==> config.mk <==
export PLATFORM = sky130hd
export DESIGN_NAME = load_store_unit
export DESIGN_NICKNAME = d
export VERILOG_FILES = /design/src/rtl/load_store_unit_pkg.sv /design/src/rtl/load_store_unit_align.sv /design/src/rtl/load_store_unit.sv
export SDC_FILE = /design/constraint.sdc
export NUM_CORES = 1
export LEC_CHECK = 0
export BUFFER_PORTS_ARGS = -buffer_cell sky130_fd_sc_hd__buf_2
export CAP_MARGIN = 20
export CORE_MARGIN = 1.5
export CORE_UTILIZATION = 37
export CTS_CLUSTER_DIAMETER = 30
export DETAILED_ROUTE_END_ITERATION = 6
export PLACE_DENSITY = 0.71
export SYNTH_ARGS = -nofsm -noshare
export SYNTH_HDL_FRONTEND = slang
export SYNTH_SLANG_ARGS = --single-unit
==> constraint.sdc <==
create_clock -name clk -period 2 [get_ports clk]
set_input_delay 0.3 -clock clk [delete_from_list [all_inputs] [get_ports clk]]
set_output_delay 0.3 -clock clk [all_outputs]
set_load 0.03 [all_outputs]
==> src/rtl/load_store_unit_pkg.sv <==
// Shared encodings for the load/store unit: FSM states, RV32 memory funct3 codes
// and the access-size decode used by both the FSM and the lane aligner.
package load_store_unit_pkg;

   typedef enum logic [2:0] {
      LSU_STATE_IDLE,
      LSU_STATE_RD_ADDR,
      LSU_STATE_RD_DATA,
      LSU_STATE_WR,
      LSU_STATE_WR_RESP,
      LSU_STATE_DONE
   } lsu_state_e;

   typedef enum logic [1:0] {
      SIZE_B,
      SIZE_H,
      SIZE_W
   } mem_size_e;

   localparam logic [2:0] FUNCT_MEM_B  = 3'b000;
   localparam logic [2:0] FUNCT_MEM_H  = 3'b001;
   localparam logic [2:0] FUNCT_MEM_W  = 3'b010;
   localparam logic [2:0] FUNCT_MEM_BU = 3'b100;
   localparam logic [2:0] FUNCT_MEM_HU = 3'b101;

   localparam int STROBE_WIDTH = 4;

   // Undefined codes (011, 11x) fall through to a full-word access.
   function automatic mem_size_e funct_size(input logic [2:0] f);
      case (f[1:0])
         FUNCT_MEM_B[1:0]: return SIZE_B;
         FUNCT_MEM_H[1:0]: return SIZE_H;
         default:          return SIZE_W;
      endcase
   endfunction

endpackage

==> src/rtl/load_store_unit_align.sv <==
// Combinational byte-lane logic: store replication and strobe generation on the
// request side, byte/half extraction with sign or zero extension on the load side.
import load_store_unit_pkg::*;

module load_store_unit_align (
   input  logic [2:0]              req_funct,
   input  logic [1:0]              req_off,
   input  logic [31:0]             wdata,
   output logic [31:0]             st_data,
   output logic [STROBE_WIDTH-1:0] st_strobe,
   output logic                    req_misaligned,
   input  logic [2:0]              ld_funct,
   input  logic [1:0]              ld_off,
   input  logic [31:0]             raw,
   output logic [31:0]             ld_result
);

   logic [7:0]  byte_sel;
   logic [15:0] half_sel;

   always_comb begin
      st_data        = wdata;
      st_strobe      = 4'hF;
      req_misaligned = 1'b0;
      case (funct_size(req_funct))
         SIZE_B: begin
            st_data   = {4{wdata[7:0]}};
            st_strobe = 4'b0001 << req_off;
         end
         SIZE_H: begin
            st_data        = {2{wdata[15:0]}};
            st_strobe      = 4'b0011 << req_off;
            req_misaligned = req_off[0];
         end
         default: begin
            req_misaligned = |req_off;
         end
      endcase
   end

   // funct3 bit 2 marks the unsigned variants (LBU/LHU).
   always_comb begin
      case (ld_off)
         2'd0:    byte_sel = raw[7:0];
         2'd1:    byte_sel = raw[15:8];
         2'd2:    byte_sel = raw[23:16];
         default: byte_sel = raw[31:24];
      endcase
      half_sel  = ld_off[1] ? raw[31:16] : raw[15:0];
      ld_result = raw;
      case (funct_size(ld_funct))
         SIZE_B:  ld_result = ld_funct[2] ? {24'b0, byte_sel} : {{24{byte_sel[7]}}, byte_sel};
         SIZE_H:  ld_result = ld_funct[2] ? {16'b0, half_sel} : {{16{half_sel[15]}}, half_sel};
         default: ld_result = raw;
      endcase
   end

endmodule

==> src/rtl/load_store_unit.sv <==
// Data-memory bus master: turns one load/store pulse into a single valid/ready
// bus transaction and answers with a one-cycle data_valid completion pulse.
import load_store_unit_pkg::*;

module load_store_unit #(
   parameter int unsigned TIMEOUT_CYCLES = 256
) (
   input  logic                    clk,
   input  logic                    rst,
   input  logic                    load_data,
   input  logic                    store_data,
   input  logic [31:0]             addr,
   input  logic [31:0]             wdata,
   input  logic [2:0]              funct,
   output logic                    data_valid,
   output logic [31:0]             rdata,
   output logic                    misaligned,
   output logic                    bus_err,
   output logic [31:0]             dr_addr,
   output logic                    dr_addr_valid,
   input  logic                    dr_addr_ready,
   input  logic [31:0]             dr_data,
   input  logic                    dr_data_valid,
   output logic                    dr_data_ready,
   output logic [31:0]             dw_addr,
   output logic [31:0]             dw_data,
   output logic [STROBE_WIDTH-1:0] dw_strobe,
   output logic                    dw_valid,
   input  logic                    dw_ready,
   input  logic                    dw_resp_valid,
   output logic                    dw_resp_ready
);

   lsu_state_e              state;
   logic [31:0]             bus_addr;
   logic [31:0]             wait_cnt;
   logic [2:0]              funct_q;
   logic [1:0]              off_q;
   logic [31:0]             st_data;
   logic [STROBE_WIDTH-1:0] st_strobe;
   logic                    req_mis;
   logic [31:0]             ld_result;
   logic                    bus_wait;
   logic                    bus_fire;
   logic                    tmo_hit;

   load_store_unit_align u_align (
      .req_funct      (funct),
      .req_off        (addr[1:0]),
      .wdata          (wdata),
      .st_data        (st_data),
      .st_strobe      (st_strobe),
      .req_misaligned (req_mis),
      .ld_funct       (funct_q),
      .ld_off         (off_q),
      .raw            (dr_data),
      .ld_result      (ld_result)
   );

   assign dr_addr = bus_addr;
   assign dw_addr = bus_addr;

   always_comb begin
      bus_wait = 1'b1;
      bus_fire = 1'b0;
      case (state)
         LSU_STATE_RD_ADDR: bus_fire = dr_addr_ready;
         LSU_STATE_RD_DATA: bus_fire = dr_data_valid;
         LSU_STATE_WR:      bus_fire = dw_ready;
         LSU_STATE_WR_RESP: bus_fire = dw_resp_valid;
         default:           bus_wait = 1'b0;
      endcase
   end

   // A beat that lands on the final allowed cycle still wins over the abort.
   assign tmo_hit = (TIMEOUT_CYCLES != 0) && (wait_cnt == TIMEOUT_CYCLES - 1);

   always_ff @(posedge clk) begin
      if (!rst) begin
         state         <= LSU_STATE_IDLE;
         data_valid    <= 1'b0;
         misaligned    <= 1'b0;
         bus_err       <= 1'b0;
         rdata         <= '0;
         dr_addr_valid <= 1'b0;
         dr_data_ready <= 1'b0;
         dw_valid      <= 1'b0;
         dw_resp_ready <= 1'b0;
         dw_data       <= '0;
         dw_strobe     <= '0;
         bus_addr      <= '0;
         funct_q       <= '0;
         off_q         <= '0;
         wait_cnt      <= '0;
      end else begin
         data_valid <= 1'b0;
         misaligned <= 1'b0;
         bus_err    <= 1'b0;
         wait_cnt   <= wait_cnt + 32'd1;
         if (bus_wait && !bus_fire && tmo_hit) begin
            dr_addr_valid <= 1'b0;
            dr_data_ready <= 1'b0;
            dw_valid      <= 1'b0;
            dw_resp_ready <= 1'b0;
            data_valid    <= 1'b1;
            bus_err       <= 1'b1;
            wait_cnt      <= '0;
            state         <= LSU_STATE_DONE;
         end else begin
            case (state)
               LSU_STATE_IDLE: begin
                  wait_cnt <= '0;
                  if (load_data || store_data) begin
                     funct_q  <= funct;
                     off_q    <= addr[1:0];
                     bus_addr <= {addr[31:2], 2'b00};
                     if (req_mis) begin
                        data_valid <= 1'b1;
                        misaligned <= 1'b1;
                        state      <= LSU_STATE_DONE;
                     end else if (load_data) begin
                        dr_addr_valid <= 1'b1;
                        state         <= LSU_STATE_RD_ADDR;
                     end else begin
                        dw_valid  <= 1'b1;
                        dw_data   <= st_data;
                        dw_strobe <= st_strobe;
                        state     <= LSU_STATE_WR;
                     end
                  end
               end
               LSU_STATE_RD_ADDR: if (bus_fire) begin
                  dr_addr_valid <= 1'b0;
                  dr_data_ready <= 1'b1;
                  wait_cnt      <= '0;
                  state         <= LSU_STATE_RD_DATA;
               end
               LSU_STATE_RD_DATA: if (bus_fire) begin
                  dr_data_ready <= 1'b0;
                  rdata         <= ld_result;
                  data_valid    <= 1'b1;
                  wait_cnt      <= '0;
                  state         <= LSU_STATE_DONE;
               end
               LSU_STATE_WR: if (bus_fire) begin
                  dw_valid      <= 1'b0;
                  dw_resp_ready <= 1'b1;
                  wait_cnt      <= '0;
                  state         <= LSU_STATE_WR_RESP;
               end
               LSU_STATE_WR_RESP: if (bus_fire) begin
                  dw_resp_ready <= 1'b0;
                  data_valid    <= 1'b1;
                  wait_cnt      <= '0;
                  state         <= LSU_STATE_DONE;
               end
               default: begin
                  wait_cnt <= '0;
                  state    <= LSU_STATE_IDLE;
               end
            endcase
         end
      end
   end

endmodule

## Word-level counts from Yosys, hierarchy flattened

Index checks and enable logic that the tools add are counted.

- Output and inout bits: 139
- Logic and storage cells: 116
- Register bits: 145

- Reductions and logical operators: 29
- Multiplexer cells: 38
- Equality and inequality tests: 24
- Shift operators: 2
- Add/subtract/negate cells: 1
- Bitwise operators: 6

Operators by type and width:

| cell | count |
|---|---|
| case mux 32 bit (2 select lines) | 2 |
| two-way mux 32 bit | 2 |
| adder 32 x 1 -> 32 bit, second input constant | 1 |
| equality test 32 x 8 -> 1 bit, second input constant | 1 |
| case mux 8 bit (3 select lines) | 1 |
| two-way mux 3 bit | 6 |
| two-way mux 16 bit | 1 |
| inequality test 2 bit, second input constant | 8 |
| AND reduction 5 bit | 3 |
| two-way mux 1 bit | 14 |
| case mux 1 bit (2 select lines) | 6 |
| case mux 3 bit (4 select lines) | 1 |
| AND reduction 3 bit | 4 |
| equality test 2 x 1 -> 1 bit, second input constant | 5 |
| zero test 2 bit | 5 |
| inequality test 3 bit, second input constant | 3 |
| case mux 2 bit (2 select lines) | 2 |
| case mux 4 bit (2 select lines) | 1 |
| AND reduction 4 bit | 2 |
| nonzero test 2 bit | 4 |
| OR reduction 4 bit | 2 |
| equality test 3 x 2 -> 1 bit, second input constant | 2 |
| NOT 1 bit | 6 |
| OR reduction 2 bit | 3 |
| 14 further kinds | 15 |

## Depth between registers and ports, before layout

- Depth in word-level cells: 8
- Depth in mapped cells: 9

## Modules after synthesis

From an unflattened synthesis, not the netlist that was laid out.

- Cell total of the unflattened synthesis: 920
- Area, all modules: 7195.7 µm²

Modules (own cells, without submodules):

| module | times used | cells each | area an instance (µm²) |
|---|---|---|---|
| load_store_unit | 1 | 734 | 5896.9 |
| load_store_unit_align | 1 | 186 | 1298.7 |

## Worst setup path before layout

OpenSTA, ideal clock, no wires.

- Kind: register -> register
- Start point: register wait_cnt[0]
- End point: register wait_cnt[5]
- Slack: 148 ps
- Setup time: 115 ps
- Arrival time: 1737 ps
- Path buffers: 3
- Cell stages (with the launch flop): 10
- Required time: 1885 ps
- Path through: dfxtp_1 > ha_1 > inv_1 > or3_1 > buf_6 > nor3_4 > or2_1 > buf_6 > buf_12 > nor2_1

- Cells in the longest elaborated chain, start to end: 3
- Elaborated cells between the ends (all ways): 4
- Classes of those cells: 1 x add/sub; 1 x eq/ne; 2 x reduce/logical

Ends and longest elaborated chain:

| what | RTL line | source |
|---|---|---|
| from (decl) | load_store_unit.sv:36 | `logic [31:0] wait_cnt;` |
| from (signal assigned) | load_store_unit.sv:99 | `wait_cnt <= wait_cnt + 32'd1;` |
| branches (longest 3 deep; another with adder 32 x 1 -> 32 bit) | - |  |

Parallel ways; which one is timed is not known.
A chain may end at the register's enable or synchronous reset.

## Worst setup path after layout

- Start point: register wait_cnt[0]
- End point: register wait_cnt[29]

Same word-level chain as after synthesis.

==> metrics.log <==
[metrics] Max Clock Skew: 0.01071 ns
[metrics] launch instance of the worst min-delay path: addr[31]
[metrics] met3 wirelength from detailed routing: 1223 um
[metrics] worst hold slack after final layout: 0.1148 ns
[metrics] setup repair after global routing missed its margin: no
[metrics] ratio of cells with drive above 1 in the final layout: 32.89%
[metrics] final cycle utilization of the critical path: 92.91%
[metrics] flip-flop and latch count after synthesis: 145
[metrics] count of nets left with antenna violations after detail routing: 0
[metrics] worst setup path category: register to register
[metrics] placed inst area: 0.008172 mm^2
[metrics] CP endpoint kind: register
[metrics] floorplan die area: a little under 0.02 mm^2
[metrics] power dissipated by switching net loads: 3974 uW
[metrics] CTS Root Buffer Type: clkbuf_16
[metrics] main flop type after synthesis: dfxtp_1
[metrics] slew at the pin closest to its max-slew limit: 0.5556 ns
[metrics] Worst Hold Path EP: dr_addr[31]
[metrics] total length of routed wires: between 15000 and 20000 um
[metrics] CTS clk-pin slew, worst paths: 0.06 ns
[metrics] Final Instance Area: 0.008753 mm^2
[metrics] top layer in use: met4
[metrics] cts bufs inserted: 17
[metrics] Syn-to-layout area delta: 27.87%
[metrics] TritonCTS clock tree: yes
[metrics] std cell rows: 49
[metrics] Post-synth ARST share: 0%
[metrics] combinational group share of total power: between 30 and 40%
[metrics] post-synthesis sequential area ratio: 42.41%
[metrics] die width: between 100 and 150 um
[metrics] utilization of the core after routing: 48.56%
[metrics] post-synthesis cell count: around 830
[metrics] synth unique cells: between 60 and 70
[metrics] Critical Path Source Type: register
[metrics] relative contribution of sequential cells to total power: 34.9%
[metrics] status: finished, final reports clean
[metrics] clock buffer depth: 2
[metrics] Reg-to-Reg Start: wait_cnt[0]
[metrics] H-tree depth: 4
[metrics] via density per instance: 5.088
[metrics] number of enable-type register cells in the synthesized netlist: 0
[metrics] Port Buf Inserts: 241
[metrics] Pre-Repair DR Iteration Count: 4
[metrics] proportion of power drawn by the clock network: between 20% and 30%
[metrics] count of pins on the block boundary: 246
[metrics] net count reported at finish: roughly 1100
[metrics] number of sinks on the clock net: around 150
[metrics] wire per inst: approximately 15 um
[metrics] Routed met1 length: 8647 um
[metrics] path class of the lowest-slack min-delay path: input pin to register
[metrics] remaining max-slew budget at the tightest pin: 62.67%
[metrics] later-pin clock latency in the skew report: between 0.4 and 0.5 ns
[metrics] starting density of the core: between 30% and 40%
[metrics] largest net degree at the start of global routing: 54
[metrics] count of warnings emitted by yosys: 0
[metrics] synthesized area per cell: 8.277 um^2
[metrics] r2r setup slk: 0.14 ns
[metrics] final weighted congestion of routability-driven global placement: approximately 0.85
[metrics] total half-perimeter wirelength after legalization and detailed placement: 14330 um
[metrics] worst r2r dst: wait_cnt[29]
[metrics] CP required: approximately 2.3 ns
[metrics] global routing usage summed across all routing layers: 20.07%
[metrics] count of final setup violators: 0
[metrics] number of antenna violations at the first check in global routing: 1
[metrics] P per Cell Area: 1182 mW/mm^2
[metrics] hold buffers post-CTS: 0
[metrics] Floorplan Core Area: 0.01802 mm^2
[metrics] P_int: between 6000 and 7000 uW
[metrics] summed instance area of the synthesized netlist: 0.006845 mm^2
[metrics] setup tns final: 0 ns
[metrics] crit path DAT: 2.17 ns
[metrics] maximum clock frequency: 538.2 MHz
[metrics] Slew Viols, Final: 0
[metrics] peak ir drop on the vdd network: 0.6613 mV
[metrics] Period minus WS final: 1.858 ns
[metrics] Die Height: 139.0 um
[metrics] leakage: 0.003871 uW
[metrics] global-route wire length before repair: 31290 um
[metrics] number of global-route vias before repair: about 6100
[metrics] commonest non-fill, non-tap cell in the layout: buf_2
[metrics] fillers: 1763
[metrics] violation count after the first detailed-route iteration: just under 300
[metrics] number of max-cap violations: 0
[metrics] number of cells on the worst hold path: 3
[metrics] aggregate global routing overflow: 0
[metrics] most used cells in the layout excluding fill and tap cells: 241 x buf_2, 150 x nand2_1, 142 x dfxtp_1
[metrics] hold violation total from the final report: 0
[metrics] Met2 Routed Length: 8957 um
[metrics] largest driver fanout on the critical path: 18
[metrics] cell depth of the worst flop-to-flop path: 7
[metrics] total via count in the routed design: 6508
[metrics] total DRC errors in the routed layout: 0
[metrics] switching part of the total: 38.42%
[metrics] final total power: about 10000 uW
[synthesized netlist by cell type (2+ instances only)]
library cell | n | share of area (%)
a21o_1 | 3 | 0.33
and3_1 | 10 | 0.91
mux2_2 | 15 | 2.5
o211a_1 | 3 | 0.44
nor2b_1 | 6 | 0.55
a211oi_2 | 2 | 0.37
o21ai_1 | 2 | 0.15
nand2b_1 | 2 | 0.18
buf_1 | 2 | 0.11
nor3_2 | 2 | 0.29
o21ai_0 | 32 | 2.3
xor2_1 | 18 | 2.3
nor2_1 | 67 | 3.7
nand3_1 | 18 | 1.3
inv_1 | 8 | 0.44
o211ai_1 | 12 | 1.3
or3_1 | 5 | 0.46
and2_1 | 4 | 0.37
nor3_1 | 13 | 0.95
o22ai_1 | 2 | 0.18
nor3b_1 | 14 | 1.5
mux2i_1 | 24 | 3.5
nand2_1 | 150 | 8.2
a31o_2 | 2 | 0.26
buf_6 | 4 | 0.66
clkbuf_1 | 32 | 1.8
buf_4 | 36 | 3.9
buf_2 | 14 | 1.0
or2_1 | 3 | 0.27
a21oi_1 | 97 | 7.1
a2bb2oi_1 | 9 | 1.2
xnor2_1 | 4 | 0.51
a211oi_1 | 14 | 1.5
a2111oi_0 | 7 | 0.90
nand4_1 | 10 | 0.91
dfxtp_1 | 145 | 42
nor4_1 | 9 | 0.82
[registers in the layout, indices dropped and copies added (netlist names)]
| signal | count |
|---|---|
| dw_strobe | 4 |
| state | 3 |
| funct_q | 3 |
| dw_data | 32 |
| dw_valid | 1 |
| bus_err | 1 |
| rdata | 32 |
| wait_cnt | 32 |
| dr_addr_valid | 1 |
| misaligned | 1 |
| data_valid | 1 |
| dr_data_ready | 1 |
| dw_resp_ready | 1 |
| dr_addr | 30 |
| off_q | 2 |
[stage by stage]
| step | setup slack, ns | instances |
|---|---|---|
| after floorplan | 0.1483 | 830 |
| after global placement | 0.08837 | 1246 |
| after detailed placement | 0.09083 | 1246 |
| after CTS | 0.08623 | 1278 |
| after global routing | 0.005042 | 1279 |
| final | 0.1419 | 1279 |
[worst max path at each step]
stage                       startpoint             to  slack, ns  depth (start not counted)
after detailed placement  wait_cnt[17]  dw_resp_ready       0.09                          5
final                      wait_cnt[0]   wait_cnt[29]       0.14                          7
after global placement    wait_cnt[17]  dr_addr_valid       0.09                          5
after CTS                 wait_cnt[17]  dw_resp_ready       0.09                          5
after floorplan            wait_cnt[0]    wait_cnt[5]       0.15                          9
after global routing       wait_cnt[0]  dw_resp_ready      0.005                          6
[layer usage]
layer	vias to the layer above	track usage (%)
li1	3266	-
met1	3005	25.10
met2	212	32.73
met3	25	6.181
met4	0	7.072
met5	-	0
[kinds of logic (layout without fill, tap and decap cells)]
| kind of cell | after synthesis | in the layout | share of synthesized area [%] |
|---|---|---|---|
| other | 1 | 5 | 0.05478 |
| buffers and inverters | 99 | 318 | 8.353 |
| xor gates and xnor gates | 22 | 22 | 2.815 |
| DFF | 145 | 145 | 42.41 |
| muxes | 40 | 40 | 6.306 |
| adders and majority gates | 1 | 1 | 0.1828 |
| AOI/OAI and AO/OA | 198 | 198 | 17.93 |
| and+or+nand+nor | 321 | 321 | 21.95 |
[critical path, cell delays in order, from the launching register on]
cell and delay [ns]:
dfxtp_1 0.37, ha_1 0.22, inv_1 0.08, or3_1 0.43, nor3_4 0.25, or2_1 0.18
buf_12 0.16, nor2_1 0.06
[power groups by stage]
stage / Clock, uW / Sequential, uW / Combinational, uW
3_3_place_gp: 0 / 3650 / 3690
3_5_place_dp: 0 / 3660 / 3710
2_1_floorplan: 0 / 4250 / 2160
4_1_cts: 3130 / 3600 / 3720
5_1_grt: 3260 / 3670 / 3990
6_report: 3050 / 3610 / 3690
[cell type report]
type	instances	area, um^2	area share (%)
Sequential cell	145	2907	33.20
Multi-Input combinational cell	586	3403	38.88
Clock buffer	23	488.0	5.575
Clock inverter	9	81.33	0.9291
Inverter	9	33.78	0.3859
Antenna cell	1	2.502	0.02859
Tap cell	229	286.5	3.273
Timing Repair Buffer	277	1551	17.72
[timing repair]
| action | 4_1_cts | 5_1_grt |
|---|---|---|
| setup endpoints to repair | 0 | 4 |
| endpoints found under the hold margin | 0 | 0 |
| buffers inserted | 0 | 0 |
| gates resized for setup | 0 | 4 |
Note: power is estimated with default switching activity, not from simulation.
